**config.mk**
```make
export PLATFORM = sky130hd
export DESIGN_NAME = uart_tx_fifo
export DESIGN_NICKNAME = d
export VERILOG_FILES = /design/src/rtl/uart_pkg.sv /design/src/rtl/sync_fifo.sv /design/src/rtl/uart_tx_fifo.sv
export SDC_FILE = /design/constraint.sdc
export NUM_CORES = 1
export LEC_CHECK = 0
export BUFFER_PORTS_ARGS = -buffer_cell sky130_fd_sc_hd__buf_4
export CAP_MARGIN = 20
export CORE_ASPECT_RATIO = 0.8
export CORE_UTILIZATION = 50
export DETAILED_ROUTE_END_ITERATION = 10
export PLACE_DENSITY = 0.74
export SYNTH_ARGS = -nofsm -noshare
export SYNTH_HDL_FRONTEND = slang
export SYNTH_SLANG_ARGS = --single-unit
```
**constraint.sdc**
```tcl
create_clock -name clk -period 3.1 [get_ports clk]
set_clock_uncertainty 0.2 [all_clocks]
set_input_delay 0.62 -clock clk [delete_from_list [all_inputs] [get_ports clk]]
set_output_delay 0.62 -clock clk [all_outputs]
set_load 0.05 [all_outputs]
```
**src/rtl/uart_pkg.sv**
```systemverilog
// Shared types and frame-geometry helper for the UART transmit and receive paths.
package uart_pkg;

    typedef enum logic {
        IDLE = 1'b0,
        XMIT = 1'b1
    } tx_state_t;

    localparam int PAR_NONE = 0;
    localparam int PAR_EVEN = 1;
    localparam int PAR_ODD  = 2;

    function automatic int frame_w(input int data_bits, input int parity, input int stop_bits);
        return 1 + data_bits + ((parity != PAR_NONE) ? 1 : 0) + stop_bits;
    endfunction

endpackage

```
**src/rtl/sync_fifo.sv**
```systemverilog
// Single-clock FIFO with first-word-fall-through head; push when full and pop when empty are ignored.
module sync_fifo #(
    parameter int WIDTH = 8,
    parameter int DEPTH = 4
) (
    input  logic                    clk,
    input  logic                    rst_n,
    input  logic                    push,
    input  logic                    pop,
    input  logic [WIDTH-1:0]        wdata,
    output logic [WIDTH-1:0]        rdata,
    output logic                    full,
    output logic                    empty,
    output logic [$clog2(DEPTH):0]  count
);

    localparam int AW = $clog2(DEPTH);

    logic [WIDTH-1:0] mem_q [DEPTH];
    logic [AW-1:0]    wr_ptr_q, wr_ptr_d;
    logic [AW-1:0]    rd_ptr_q, rd_ptr_d;
    logic [AW:0]      count_q, count_d;
    logic             do_push, do_pop;

    assign full    = (count_q == (AW+1)'(DEPTH));
    assign empty   = (count_q == '0);
    assign do_push = push && !full;
    assign do_pop  = pop && !empty;
    assign rdata   = mem_q[rd_ptr_q];
    assign count   = count_q;

    // Pointers wrap naturally because DEPTH is a power of two.
    always_comb begin
        wr_ptr_d = do_push ? wr_ptr_q + 1'b1 : wr_ptr_q;
        rd_ptr_d = do_pop  ? rd_ptr_q + 1'b1 : rd_ptr_q;
        count_d  = count_q;
        case ({do_push, do_pop})
            2'b10:   count_d = count_q + 1'b1;
            2'b01:   count_d = count_q - 1'b1;
            default: count_d = count_q;
        endcase
    end

    always_ff @(posedge clk or negedge rst_n) begin
        if (!rst_n) begin
            wr_ptr_q <= '0;
            rd_ptr_q <= '0;
            count_q  <= '0;
        end else begin
            wr_ptr_q <= wr_ptr_d;
            rd_ptr_q <= rd_ptr_d;
            count_q  <= count_d;
        end
    end

    always_ff @(posedge clk) begin
        if (do_push) begin
            mem_q[wr_ptr_q] <= wdata;
        end
    end

endmodule

```
**src/rtl/uart_tx_fifo.sv**
```systemverilog
// Buffered UART transmitter: queued words leave back-to-back as start/data/parity/stop frames.
module uart_tx_fifo
    import uart_pkg::*;
#(
    parameter int BAUD_DIV   = 2604,
    parameter int DATA_BITS  = 8,
    parameter int PARITY     = 0,
    parameter int STOP_BITS  = 1,
    parameter int FIFO_DEPTH = 4
) (
    input  logic                         clk,
    input  logic                         rst_n,
    input  logic                         trmt,
    input  logic [DATA_BITS-1:0]         tx_data,
    output logic                         tx_rdy,
    output logic                         TX,
    output logic                         tx_busy,
    output logic                         tx_done,
    output logic                         tx_ovf,
    output logic [$clog2(FIFO_DEPTH):0]  fifo_cnt
);

    localparam int FRAME_W = frame_w(DATA_BITS, PARITY, STOP_BITS);
    localparam int BCW     = $clog2(FRAME_W + 1);
    localparam int BAUD_W  = 12;

    tx_state_t           state_q, state_d;
    logic [FRAME_W-1:0]  shift_q, shift_d;
    logic [BAUD_W-1:0]   baud_q, baud_d;
    logic [BCW-1:0]      bit_q, bit_d;
    logic                done_q, done_d;
    logic                ovf_q;
    logic                load;
    logic                fifo_full, fifo_empty;
    logic [DATA_BITS-1:0] fifo_head;
    logic [FRAME_W-1:0]  frame_word;

    sync_fifo #(
        .WIDTH (DATA_BITS),
        .DEPTH (FIFO_DEPTH)
    ) u_fifo (
        .clk   (clk),
        .rst_n (rst_n),
        .push  (trmt),
        .pop   (load),
        .wdata (tx_data),
        .rdata (fifo_head),
        .full  (fifo_full),
        .empty (fifo_empty),
        .count (fifo_cnt)
    );

    for (genvar gi = 0; gi < FRAME_W; gi++) begin : g_frame
        if (gi == 0) begin : g_start
            assign frame_word[gi] = 1'b0;
        end else if (gi <= DATA_BITS) begin : g_data
            assign frame_word[gi] = fifo_head[gi-1];
        end else if (gi == DATA_BITS + 1 && PARITY != PAR_NONE) begin : g_par
            assign frame_word[gi] = (^fifo_head) ^ (PARITY == PAR_ODD);
        end else begin : g_stop
            assign frame_word[gi] = 1'b1;
        end
    end

    always_comb begin
        state_d = state_q;
        shift_d = shift_q;
        baud_d  = baud_q;
        bit_d   = bit_q;
        done_d  = done_q;
        load    = 1'b0;
        case (state_q)
            IDLE: begin
                load = !fifo_empty;
            end
            XMIT: begin
                if (baud_q == BAUD_W'(BAUD_DIV - 1)) begin
                    baud_d = '0;
                    if (bit_q == BCW'(FRAME_W - 1)) begin
                        if (!fifo_empty) begin
                            load = 1'b1;
                        end else begin
                            state_d = IDLE;
                            shift_d = '1;
                            // A word arriving on this very edge reloads next cycle, so it is not an end of traffic.
                            done_d  = !(trmt && !fifo_full);
                        end
                    end else begin
                        shift_d = {1'b1, shift_q[FRAME_W-1:1]};
                        bit_d   = bit_q + 1'b1;
                    end
                end else begin
                    baud_d = baud_q + 1'b1;
                end
            end
            default: state_d = IDLE;
        endcase
        if (load) begin
            state_d = XMIT;
            shift_d = frame_word;
            baud_d  = '0;
            bit_d   = '0;
            done_d  = 1'b0;
        end
    end

    always_ff @(posedge clk or negedge rst_n) begin
        if (!rst_n) begin
            state_q <= IDLE;
            shift_q <= '1;
            baud_q  <= '0;
            bit_q   <= '0;
            done_q  <= 1'b0;
            ovf_q   <= 1'b0;
        end else begin
            state_q <= state_d;
            shift_q <= shift_d;
            baud_q  <= baud_d;
            bit_q   <= bit_d;
            done_q  <= done_d;
            if (trmt && fifo_full) begin
                ovf_q <= 1'b1;
            end
        end
    end

    assign TX      = shift_q[0];
    assign tx_busy = (state_q == XMIT);
    assign tx_done = done_q;
    assign tx_ovf  = ovf_q;
    assign tx_rdy  = !fifo_full;

endmodule
```
==> impl_results.rst <==
.. list-table::
   :header-rows: 1

   * - Metric
     - Value
   * - Synthesis-to-layout area growth
     - 13.40%
   * - Area of the multi-input gates
     - 0.001217 mm^2
   * - Highest fanout seen on the critical path
     - 4
   * - Sequential group share of total power
     - 0.494
   * - Clock sink count
     - 67
   * - Switching power as a share of total power
     - 0.3338
   * - Source-to-sink clock delay at the later pin of the worst-skew pair
     - 0.34 ns
   * - Final net count
     - 287
   * - Peak supply drop
     - 0.6166 mV
   * - NetSw
     - 0.8657 mW
   * - Launching element type of the critical path
     - flip-flop
   * - Gate Count Post-Synth
     - 245
   * - Die outline area
     - 0.006655 mm^2
   * - Basic-gate share of the synthesized area counting and, or, nand and nor cells
     - 0.1328
   * - Hold crit path type
     - in -> async
   * - Sequential area share after synthesis
     - 0.5838
   * - Clock buffers created by TritonCTS
     - 9
   * - Power per Cell Area
     - 722.5 mW/mm^2
   * - Yosys top cell area share
     - 0.3036
   * - Placed cell count
     - 337
   * - Setup repair after global routing missed its margin
     - no
   * - Number of standard cells in the layout, taps in and fillers out
     - 353
   * - Horizontal extent of the die
     - 90.96 um
   * - Flip-flop and latch count after synthesis
     - 67
   * - Ordered cell list for the critical path
     - or4b_4 > nor4_4 > a21oi_1 > nor2_1 > ha_1 > inv_1 > fa_1 > xor2_1 > nor2_1 > xor2_1
   * - Initial cell density of the core
     - 0.5271
   * - Worst path buffer plus inverter count
     - 1
   * - Total track usage
     - 0.1955
   * - Total standard cell area after synthesis
     - 0.003166 mm^2
   * - Final-report setup violation count
     - 0
   * - Largest stage delay, worst path
     - 0.59 ns
   * - Average cell area after synthesis
     - 12.92 um^2
   * - Wire length per cell
     - 16.34 um
   * - Number of global-route vias before repair
     - 1937
   * - Post-synthesis compound-gate area fraction
     - 0.1154
   * - Most common library cell in the layout ignoring fill and taps
     - sky130_fd_sc_hd__edfxtp_1
   * - Total of fill cells in the finished design
     - 493
   * - Worst-case headroom to the max-slew limit
     - 0.5770
   * - Distinct cell type count after synthesis
     - 52
   * - Sequential cell area
     - 0.001848 mm^2
   * - Cell Int Power
     - 1.728 mW
   * - # rows
     - 25
   * - TritonRoute pass-1 iters
     - 7
   * - Parity-gate share of the synthesized area counting xor and xnor cells
     - 0.03043
   * - Max capacitance violation total
     - 0
   * - Commonest non-fill, non-tap cells in the layout
     - sky130_fd_sc_hd__edfxtp_1 (32), sky130_fd_sc_hd__dfrtp_1 (26), sky130_fd_sc_hd__buf_4 (23)
   * - Count of routing violations after the opening detailed-route iteration
     - 159
   * - Final routed DRC violation total
     - 0
   * - Outcome
     - finished, final reports clean
   * - Ys async rst share
     - 0.5224
   * - Data required time at the worst endpoint
     - 3.16 ns
   * - Final weighted congestion in routability-driven placement
     - 0.7963
   * - Highest clock rate
     - 357.7 MHz
   * - Leak
     - 1.341 nW
   * - Total via count after detailed routing
     - 2003
   * - Most frequently used flop master after synthesis
     - sky130_fd_sc_hd__edfxtp_1
   * - Aggregate negative setup slack
     - 0 ns
   * - Final worst-path cycle share
     - 0.9017
   * - Number of synthesized flops with an enable pin
     - 32
   * - Proportion of synthesized area in mux cells
     - 0.06640
   * - Boundary Pins
     - 19
   * - Total number of H-tree levels
     - 3
   * - Synthesis warning total
     - 0
   * - Half-perimeter wire length after detailed placement
     - 3841 um
   * - Post-detailed-route via-to-cell ratio
     - 5.674
   * - Setup Fix Bufs, Post-CTS
     - 0
   * - Clock-pin slew reported for the worst setup and hold paths after clock tree synthesis
     - 0.08 ns
   * - Hold bufs inserted after CTS
     - 0
   * - Number of inserted diodes
     - 0
   * - Placeable Area
     - 0.006006 mm^2
   * - First-pass GRT wire length
     - 9639 um
   * - Number of buffer cells added on primary ports
     - 18
   * - Adder-Cell Fraction of Synth Area
     - 0.03794
   * - Floorplan die height
     - 73.17 um
   * - Largest family of logic cells by synthesized area
     - simple AND/OR/NAND/NOR gates
   * - Clock tree from TritonCTS
     - done
   * - Wire length after detailed routing
     - 5767 um
   * - Worst path slowest cell
     - sky130_fd_sc_hd__or4b_4
   * - Number of buffers between clock root and the deepest sink
     - 2
   * - Placed Instance Area
     - 0.003385 mm^2
   * - Leading area contributor after synthesis
     - sky130_fd_sc_hd__edfxtp_1
   * - Number of cells upsized or downsized after cts
     - 0
   * - Net count after synthesis
     - 265
   * - Max-slew violation count
     - 0
   * - Total non-filler cell area in the finished layout
     - 0.003590 mm^2
   * - Min cycle time layout
     - 2.795 ns
   * - Combinational share of power
     - 0.217
   * - Maximum number of pins on one net before global-route repair
     - 36
   * - Final hold violation count
     - 0
   * - ANT nets after route
     - 0
   * - Critical path start-end classification
     - reg -> reg
   * - Worst Max-Slew Pin Slew
     - 0.6346 ns
   * - Arrival @ worst endpoint
     - 2.86 ns
   * - Nature of the critical path endpoint
     - flip-flop
   * - Library cell used as clock root buffer
     - sky130_fd_sc_hd__clkbuf_8
   * - Antenna violations before repair
     - 0
   * - Share of final-layout standard cells stronger than drive strength 1
     - 0.2684
   * - Final core area utilization
     - 0.5977
   * - Kind of cell adding the most delay to the critical path
     - simple AND/OR/NAND/NOR gates
   * - Clock network fraction of total power
     - 0.290
   * - Synth top area cells
     - sky130_fd_sc_hd__edfxtp_1 (30%), sky130_fd_sc_hd__dfrtp_1 (21%), sky130_fd_sc_hd__dfstp_2 (7.5%)
   * - Global route total overflow
     - 0
==> cell families after synthesis <==
group | after synthesis
compound gates | 47
xor+xnor | 11
fa+ha+maj | 9
buf+inv | 24
flops | 67
mux | 11
simple gates | 76
==> state kept, by name, indices dropped and copies added (netlist names) <==
| signal | flops |
|---|---|
| shift_q | 9 |
| tx_ovf | 1 |
| u_fifo.rd_ptr_q | 2 |
| u_fifo.count | 3 |
| tx_done | 1 |
| u_fifo.mem_q | 32 |
| bit_q | 4 |
| tx_busy | 1 |
| u_fifo.wr_ptr_q | 2 |
| baud_q | 12 |
==> worst reg2reg max path: stages (launching register included) <==
cell and delay, ns:
sky130_fd_sc_hd__dfrtp_1 0.42, sky130_fd_sc_hd__or4b_4 0.59, sky130_fd_sc_hd__nor4_4 0.18, sky130_fd_sc_hd__a21oi_1 0.14, sky130_fd_sc_hd__nor2_1 0.11, sky130_fd_sc_hd__ha_1 0.19
sky130_fd_sc_hd__inv_1 0.06, sky130_fd_sc_hd__fa_1 0.37, sky130_fd_sc_hd__xor2_1 0.15, sky130_fd_sc_hd__nor2_1 0.13, sky130_fd_sc_hd__xor2_1 0.17
==> through the flow <==
stage / setup WS [ns] / hold slack (ns) / power [mW]
3_3_place_gp: 0.4406 / 0.2650 / 1.839
4_1_cts: 0.2819 / 0.02556 / 2.620
6_report: 0.3046 / 0.01823 / 2.594
5_1_grt: 0.06107 / 0.04317 / 2.731
3_5_place_dp: 0.3044 / 0.2646 / 1.864
2_1_floorplan: 0.2688 / 0.1244 / 1.672
==> layout make-up <==
type | instances | area share
clock buffers | 9 | 0.03451
multi-input cells | 154 | 0.3391
flip-flops and latches | 67 | 0.5148
inverters | 12 | 0.01255
well taps | 81 | 0.02823
repair buffers | 23 | 0.04810
clock inverters | 7 | 0.02266
==> per-layer routing <==
layer / vias to the layer above / share of wire / wire, um / global-route usage
met5: - / 0 / 0 / 0
met4: 0 / 0.015 / 89 / 0.08113
met3: 8 / 0.039 / 226 / 0.06042
met2: 40 / 0.47 / 2689 / 0.2955
met1: 988 / 0.48 / 2762 / 0.2660
li1: 967 / - / - / -
==> synthesized netlist by cell type, drive strengths merged, types with 2 or more instances <==
cell type  instances
o221a              7
and2               5
o21ai              9
a211oi             7
xnor2              6
xor2               5
nor3               7
dfrtp             26
nand4              3
or4                4
nor2              15
nand3             11
inv               12
mux4               8
a21oi              9
nand2             18
buf                2
mux2i              3
ha                 8
nor4               4
dfstp              9
edfxtp            32
clkbuf            10
==> power groups by stage <==
| stage | clock (mW) | sequential [mW] | combinational [mW] |
|---|---|---|---|
| after floorplan | 0 | 1.33 | 0.341 |
| after global placement | 0 | 1.29 | 0.552 |
| after detailed placement | 0 | 1.29 | 0.570 |
| after CTS | 0.769 | 1.28 | 0.571 |
| after global routing | 0.807 | 1.31 | 0.619 |
| final | 0.751 | 1.28 | 0.562 |
==> final timing paths <==
path | startpoint | to | slack [ns] | cells past startpoint
setup / recovery | baud_q[6] | u_fifo.count[2] | 0.30 | 10
hold / removal | rst_n | baud_q[4] | 0.02 | 1
setup reg to reg | baud_q[6] | u_fifo.count[2] | 0.30 | 10
hold reg to reg | tx_ovf | tx_ovf | 0.28 | 1
max in group asynchronous | rst_n | shift_q[8] | 2.34 | 1
min in group clk | tx_data[5] | u_fifo.mem_q[3][5] | 0.27 | 1
No activity file was read; power rests on OpenSTA's default activity.
